**src/rtl/dvp_source_emu_pkg.sv**
```systemverilog
// Shared types for the DVP source emulator: FSM states and test-pattern selectors.
package dvp_emu_pkg;

  typedef enum logic [2:0] {
    IDLE,
    VSYNC,
    VBP,
    ACTIVE,
    VFP
  } state_t;

  localparam logic [1:0] MODE_HRAMP = 2'd0;
  localparam logic [1:0] MODE_VRAMP = 2'd1;
  localparam logic [1:0] MODE_CHECK = 2'd2;
  localparam logic [1:0] MODE_CONST = 2'd3;

endpackage

```
**src/rtl/dvp_source_emu_if.sv**
```systemverilog
// Camera-side DVP pin bundle; the emulator drives it, the capture path receives it.
interface dvp_source_emu_if;
  logic       O_pixclk;
  logic       O_vsync;
  logic       O_href;
  logic [9:0] O_pixdata;

  modport master (output O_pixclk, O_vsync, O_href, O_pixdata);
  modport slave  (input  O_pixclk, O_vsync, O_href, O_pixdata);
endinterface

```
**src/rtl/dvp_source_emu_pattern_gen.sv**
```systemverilog
// Combinational RAW10 test-pattern mapping from (mode, x, y, const) to one pixel.
module dvp_pattern_gen
  import dvp_emu_pkg::*;
(
  input  logic [1:0] mode_i,
  input  logic [9:0] x_i,
  input  logic [9:0] y_i,
  input  logic [9:0] const_i,
  output logic [9:0] pix_o
);

  always_comb begin
    pix_o = '0;
    case (mode_i)
      MODE_HRAMP: pix_o = x_i;
      MODE_VRAMP: pix_o = y_i;
      MODE_CHECK: pix_o = {10{x_i[3] ^ y_i[3]}};
      MODE_CONST: pix_o = const_i;
      default:    pix_o = '0;
    endcase
  end

endmodule

```
**src/rtl/dvp_source_emu.sv**
```systemverilog
// OV2640-style DVP transmitter: PIXCLK = I_clk/2, all video outputs change on the PIXCLK falling edge.
module dvp_source_emu
  import dvp_emu_pkg::*;
#(
  parameter int H_ACTIVE = 640,
  parameter int H_BLANK  = 144,
  parameter int V_ACTIVE = 480,
  parameter int VS_LINES = 3,
  parameter int V_BP     = 17,
  parameter int V_FP     = 10,
  parameter int CNT_W    = 12
) (
  input  logic              I_clk,
  input  logic              sys_resetn,
  input  logic              I_enable,
  input  logic [1:0]        I_mode,
  input  logic [9:0]        I_const,
  dvp_source_emu_if.master  dvp,
  output logic              O_frame_done,
  output logic [15:0]       O_frame_cnt
);

  localparam logic [CNT_W-1:0] H_LAST = CNT_W'(H_ACTIVE + H_BLANK - 1);
  localparam logic [CNT_W-1:0] H_ACT  = CNT_W'(H_ACTIVE);

  if ((H_ACTIVE + H_BLANK) > (1 << CNT_W)) begin : g_cnt_w_chk
    $error("dvp_source_emu: line length does not fit in CNT_W");
  end

  state_t           state_q, state_d;
  logic             phase_q;
  logic [CNT_W-1:0] hcnt_q, hcnt_d, vcnt_q, vcnt_d, vlast;
  logic [1:0]       mode_q, mode_d;
  logic [9:0]       const_q, const_d;
  logic             done_q, done_d;
  logic [15:0]      fcnt_q, fcnt_d;
  logic             vsync_q, href_q, href_d;
  logic [9:0]       pix_q, pix_d;
  logic             line_end;

  // Last line index of the current state; the vertical counter restarts per state.
  always_comb begin
    vlast = CNT_W'(V_FP - 1);
    case (state_q)
      VSYNC:   vlast = CNT_W'(VS_LINES - 1);
      VBP:     vlast = CNT_W'(V_BP - 1);
      ACTIVE:  vlast = CNT_W'(V_ACTIVE - 1);
      default: vlast = CNT_W'(V_FP - 1);
    endcase
  end

  assign line_end = (hcnt_q == H_LAST);

  always_comb begin
    state_d = state_q;
    hcnt_d  = hcnt_q;
    vcnt_d  = vcnt_q;
    mode_d  = mode_q;
    const_d = const_q;
    done_d  = 1'b0;
    fcnt_d  = fcnt_q;
    if (phase_q) begin
      if (state_q == IDLE) begin
        if (I_enable) begin
          state_d = VSYNC;
          hcnt_d  = '0;
          vcnt_d  = '0;
          mode_d  = I_mode;
          const_d = I_const;
        end
      end else begin
        hcnt_d = line_end ? '0 : hcnt_q + CNT_W'(1);
        if (line_end) vcnt_d = (vcnt_q == vlast) ? '0 : vcnt_q + CNT_W'(1);
        if (line_end && (vcnt_q == vlast)) begin
          case (state_q)
            VSYNC:  state_d = VBP;
            VBP:    state_d = ACTIVE;
            ACTIVE: state_d = VFP;
            VFP: begin
              done_d = 1'b1;
              fcnt_d = fcnt_q + 16'd1;
              if (I_enable) begin
                state_d = VSYNC;
                mode_d  = I_mode;
                const_d = I_const;
              end else begin
                state_d = IDLE;
              end
            end
            default: state_d = IDLE;
          endcase
        end
      end
    end
  end

  // Outputs are registered from next-state so they only move on the tick edge.
  assign href_d = (state_d == ACTIVE) && (hcnt_d < H_ACT);

  logic [9:0] pat;
  dvp_pattern_gen u_pat (
    .mode_i  (mode_d),
    .x_i     (10'(hcnt_d)),
    .y_i     (10'(vcnt_d)),
    .const_i (const_d),
    .pix_o   (pat)
  );

  assign pix_d = href_d ? pat : '0;

  always_ff @(posedge I_clk or negedge sys_resetn) begin
    if (!sys_resetn) begin
      phase_q <= 1'b0;
      state_q <= IDLE;
      hcnt_q  <= '0;
      vcnt_q  <= '0;
      mode_q  <= '0;
      const_q <= '0;
      done_q  <= 1'b0;
      fcnt_q  <= '0;
      vsync_q <= 1'b0;
      href_q  <= 1'b0;
      pix_q   <= '0;
    end else begin
      phase_q <= ~phase_q;
      state_q <= state_d;
      hcnt_q  <= hcnt_d;
      vcnt_q  <= vcnt_d;
      mode_q  <= mode_d;
      const_q <= const_d;
      done_q  <= done_d;
      fcnt_q  <= fcnt_d;
      vsync_q <= (state_d == VSYNC);
      href_q  <= href_d;
      pix_q   <= pix_d;
    end
  end

  assign dvp.O_pixclk  = phase_q;
  assign dvp.O_vsync   = vsync_q;
  assign dvp.O_href    = href_q;
  assign dvp.O_pixdata = pix_q;
  assign O_frame_done  = done_q;
  assign O_frame_cnt   = fcnt_q;

endmodule

```
**src/flat_wrapper.sv**
```systemverilog
// flat-port wrapper written by rule: the top's interface ports become plain ports
module dvp_source_emu_flat import dvp_emu_pkg::*;
#(
  parameter int H_ACTIVE = 640,
  parameter int H_BLANK  = 144,
  parameter int V_ACTIVE = 480,
  parameter int VS_LINES = 3,
  parameter int V_BP     = 17,
  parameter int V_FP     = 10,
  parameter int CNT_W    = 12
)
  (I_clk, sys_resetn, I_enable, I_mode, I_const, O_frame_done, O_frame_cnt, dvp_O_pixclk, dvp_O_vsync, dvp_O_href, dvp_O_pixdata);
  dvp_source_emu_if dvp_i ();
  input  logic I_clk;
  input  logic sys_resetn;
  input  logic I_enable;
  input  logic [1:0] I_mode;
  input  logic [9:0] I_const;
  output logic O_frame_done;
  output logic [15:0] O_frame_cnt;
  output wire logic [$bits(dvp_i.O_pixclk)-1:0] dvp_O_pixclk;
  output wire logic [$bits(dvp_i.O_vsync)-1:0] dvp_O_vsync;
  output wire logic [$bits(dvp_i.O_href)-1:0] dvp_O_href;
  output wire logic [$bits(dvp_i.O_pixdata)-1:0] dvp_O_pixdata;
  assign dvp_O_pixclk = dvp_i.O_pixclk;
  assign dvp_O_vsync = dvp_i.O_vsync;
  assign dvp_O_href = dvp_i.O_href;
  assign dvp_O_pixdata = dvp_i.O_pixdata;
  dvp_source_emu #(.H_ACTIVE(H_ACTIVE), .H_BLANK(H_BLANK), .V_ACTIVE(V_ACTIVE), .VS_LINES(VS_LINES), .V_BP(V_BP), .V_FP(V_FP), .CNT_W(CNT_W)) u_core (.I_clk(I_clk), .sys_resetn(sys_resetn), .I_enable(I_enable), .I_mode(I_mode), .I_const(I_const), .dvp(dvp_i), .O_frame_done(O_frame_done), .O_frame_cnt(O_frame_cnt));
endmodule
```
**config.mk**
```make
export PLATFORM = sky130hd
export DESIGN_NAME = dvp_source_emu_flat
export DESIGN_NICKNAME = d
export VERILOG_FILES = /design/src/rtl/dvp_source_emu_pkg.sv /design/src/rtl/dvp_source_emu_if.sv /design/src/rtl/dvp_source_emu_pattern_gen.sv /design/src/rtl/dvp_source_emu.sv /design/src/flat_wrapper.sv
export SDC_FILE = /design/constraint.sdc
export NUM_CORES = 1
export LEC_CHECK = 0
export ABC_AREA = 1
export CELL_PAD_IN_SITES_DETAIL_PLACEMENT = 2
export CELL_PAD_IN_SITES_GLOBAL_PLACEMENT = 2
export CORE_AREA = 2 2 117 119
export CTS_CLUSTER_SIZE = 24
export DETAILED_ROUTE_END_ITERATION = 6
export DIE_AREA = 0 0 119 121
export PLACE_DENSITY_LB_ADDON = 0.1
export SYNTH_ARGS = -nofsm -noshare
export SYNTH_HDL_FRONTEND = slang
export SYNTH_SLANG_ARGS = --single-unit
```
**constraint.sdc**
```tcl
create_clock -name I_clk -period 2.4 [get_ports I_clk]
set_input_delay 0.72 -clock I_clk [delete_from_list [all_inputs] [get_ports I_clk]]
set_output_delay 0.72 -clock I_clk [all_outputs]
set_load 0.01 [all_outputs]
```
==> results.md, run 1 <==
* Synth top area share at 0.406
* Gpl congestion at 0.889
* Register area share after synthesis at 0.406
* Wire length of the first global-routing pass at 27500 um
* CP Class: reg -> reg
* PD cells at 842 nW/um^2
* Clk_lat worst skew at 0.36 ns
* Drt wl/cell at 23.8 um
* Cells after Synth at 586
* Grt total ovfl at 0
* Most frequent cells after synthesis: nand2_1 (164), inv_1 (79), dfrtp_1 (69), nor2_1 (61), nand3_1 (59)
* Synth area leaders: dfrtp_1 (41%), nand2_1 (14%), inv_1 (7.0%)
* Switch share at 0.421
* Setup TNS at -2.30 ns
* Chip width at 119 um
* Internal at 3100 uW
* Netlist Area Pre-Place at 4250 um^2
* Layout Nets at 752
* Largest net degree at the start of global routing at 45
* Clk pin slew, worst setup/hold paths at 0.06 ns
* RSZ-0062 raised after global routing: yes
* Share of cells above drive strength 1 at 0.313
* Hold Crit Class: in -> async
* Vias at 4823
* Starting density of the core at 0.325
* Distinct cells, synth at 40
* Total CTS buffers at 9
* Clk Tree Root Cell: clkbuf_16
* Net load switching power at 2250 uW
* Slew Limit Fails at 0
* Final hold violations at 0
* Post-route non-filler standard cell count at 913
* Violated checks: setup timing
* Fill cells at 1447
* Req. time, crit path at 2.67 ns
* Post-synth top flop: dfrtp_1
* CTS tree: built
* Max Clock Skew at 0.0130 ns
* Final WS setup at -0.239 ns
* Placed cell count at 869
* Yosys warnings at 0
* Area grow syn2layout at 49.7%
* Status: finished with violations
* Worst r2r src: u_core.state_q[2]$_DFF_PN0_
* Critical path peak fanout at 5
* Place WS at -0.401 ns
* Clock share of power at 0.264
* I/O Pins at 45
* DP Wirelength at 13000 um
* Logic gate share of total power at 0.465
* Clock sink count at 69
* Post-synthesis register bit count at 69
* N_diodes at 0
* Fin crit period at 2.64 ns
* Max-slew headroom at 0.701
* Starting DRT DRC Count at 247
* Final core utilization at 0.486
* Crit end category: register
* Worst-margin pin slew at 0.443 ns
* Avg Vias per Cell at 5.28
* Leakage dissipation at 0.00312 uW
* Synthesized net count at 604
* Die Y at 121 um
* Startpoint types: register
* Setup-failing EPs final at 16
* Core area at 13100 um^2
* Final wirelength at 21700 um
* WP data arrival at 2.91 ns
* Routed Antenna Nets at 0
* Die area at 14400 um^2
* Max-Cap Viols at 0
* H-tree Lvls at 3
* Fmax at 0.379 GHz
* Total GRT Usage at 0.249
* Final worst-path cycle share at 1.10
* # rows at 42
* EDFF count, synth at 0
* Max VDD drop at 0.429 mV
* Residual DRC at 0
* Vias in the first global route at 5025
* CP Launch Point: u_core.state_q[2]$_DFF_PN0_
* CTS Hold Buffers Added at 0
* Sequential power share at 0.271
* Most frequent cell after synthesis: nand2_1
* Leading area contributor after synthesis: dfrtp_1
* Average size of a mapped cell at 7.25 um^2
* Share of flip-flops with an asynchronous set or reset at 1.00
* Initial antenna violation count at 0
* Initial DRT Pass Iterations at 4
* Buffers on Ports at 44
* Max clock buf depth at 2
[cell usage in the layout (no fill, tap or decap), drive strengths merged, types with 2 or more instances in the layout]
master,instances
nand4,13
ha,3
xor2,14
clkdlybuf4s50,43
clkbuf,11
buf,103
nand3b,4
or2,5
inv,83
o22ai,3
xnor2,10
nor4,5
o21ai,28
dfrtp,69
nand2,173
o31ai,2
nor2,70
clkinvlp,3
nor3,12
a21oi,10
nand3,63
[power by group through the flow]
stage               logic (uW)  clock network (uW)  registers, uW
floorplan                 1090                   0           1410
global placement          1720                   0           1420
detailed placement        1820                   0           1440
CTS                       1940                1380           1420
global route              2670                1450           1470
finish                    2490                1410           1450
[per-stage QoR]
step	instance area (um^2)	total power [uW]	hold slack, ns
2_1_floorplan	4250	2500	0.424
3_3_place_gp	5410	3140	0.456
3_5_place_dp	5410	3260	0.474
4_1_cts	5820	4740	0.313
5_1_grt	6360	5590	0.320
6_report	6360	5350	0.285
[final cells by class]
type	instances	area, um^2	share of cell area
Inverter	84	327	0.0514
Clock inverter	4	50.0	0.00787
Multi-Input combinational cell	423	2470	0.388
Clock buffer	10	239	0.0376
Tap cell	176	220	0.0346
Sequential cell	69	1730	0.273
Timing Repair Buffer	147	1320	0.208
[routing by layer]
| layer | up-vias | track usage | wire [um] |
|---|---|---|---|
| met2 | 117 | 0.432 | 11400 |
| li1 | 2165 | - | - |
| met1 | 2490 | 0.314 | 8870 |
| met3 | 51 | 0.0409 | 621 |
| met5 | - | 0 | 0 |
| met4 | 0 | 0.0893 | 770 |
[flip-flops by register name, summed over array words and instances (netlist names)]
signal / cells
u_core.state_q: 3
u_core.dvp.O_pixdata: 10
u_core.dvp.O_vsync: 1
u_core.O_frame_done: 1
u_core.const_q: 10
u_core.hcnt_q: 12
u_core.mode_q: 2
u_core.dvp.O_href: 1
u_core.vcnt_q: 12
u_core.O_frame_cnt: 16
u_core.dvp.O_pixclk: 1
[cells by family (layout without fill, tap and decap cells)]
group / count (synthesis) / in the layout / synth area share
compound gates: 49 / 49 / 0.0645
xor+xnor: 24 / 24 / 0.0495
fa+ha+maj: 3 / 3 / 0.00884
buf+inv: 94 / 245 / 0.0881
flops: 69 / 69 / 0.406
mux: 1 / 1 / 0.00236
simple gates: 346 / 346 / 0.380
[critical path: stages (launching register included)]
cell	delay (ns)
dfrtp_2	0.47
buf_4	0.18
o21ai_1	0.28
nand3_1	0.18
nor2_2	0.21
nand4_1	0.18
inv_1	0.15
nand3_1	0.09
nand3_2	0.11
nand3_2	0.10
nor2_4	0.21
clkbuf_16	0.18
nand2_1	0.06
nor2_1	0.15
[timing repair]
| item | in CTS | in global routing |
|---|---|---|
| cloned | 0 | 1 |
| pin swaps | 8 | 43 |
| resized for setup | 23 | 107 |
| setup endpoints to repair | 10 | 22 |
| buffers inserted | 4 | 25 |
[worst paths after layout]
| check | slack [ns] | to | depth (start not counted) |
|---|---|---|---|
| max | -0.24 | u_core.dvp.O_pixdata[5]$_DFF_PN0_ | 13 |
| min | 0.29 | u_core.state_q[1]$_DFF_PN0_ | 1 |
| max reg2reg | -0.24 | u_core.dvp.O_pixdata[5]$_DFF_PN0_ | 13 |
| min reg2reg | 0.50 | u_core.O_frame_cnt[7]$_DFFE_PN0P_ | 1 |
| max in group asynchronous | 1.49 | u_core.dvp.O_href$_DFF_PN0_ | 2 |
| min in group I_clk | 0.50 | u_core.O_frame_cnt[7]$_DFFE_PN0P_ | 1 |
Power figures use the tool's default switching activity.
==> run 2, diff against run 1 <==
--- a/config.mk
+++ b/config.mk
@@ -6,6 +6,7 @@
 export NUM_CORES = 1
 export LEC_CHECK = 0
 export ABC_AREA = 1
+export CAP_MARGIN = 25
 export CELL_PAD_IN_SITES_DETAIL_PLACEMENT = 2
 export CELL_PAD_IN_SITES_GLOBAL_PLACEMENT = 2
 export CORE_AREA = 2 2 117 119
==> results of run 2 <==
The final DEF is identical to that of run 1; final timing and power are the same.
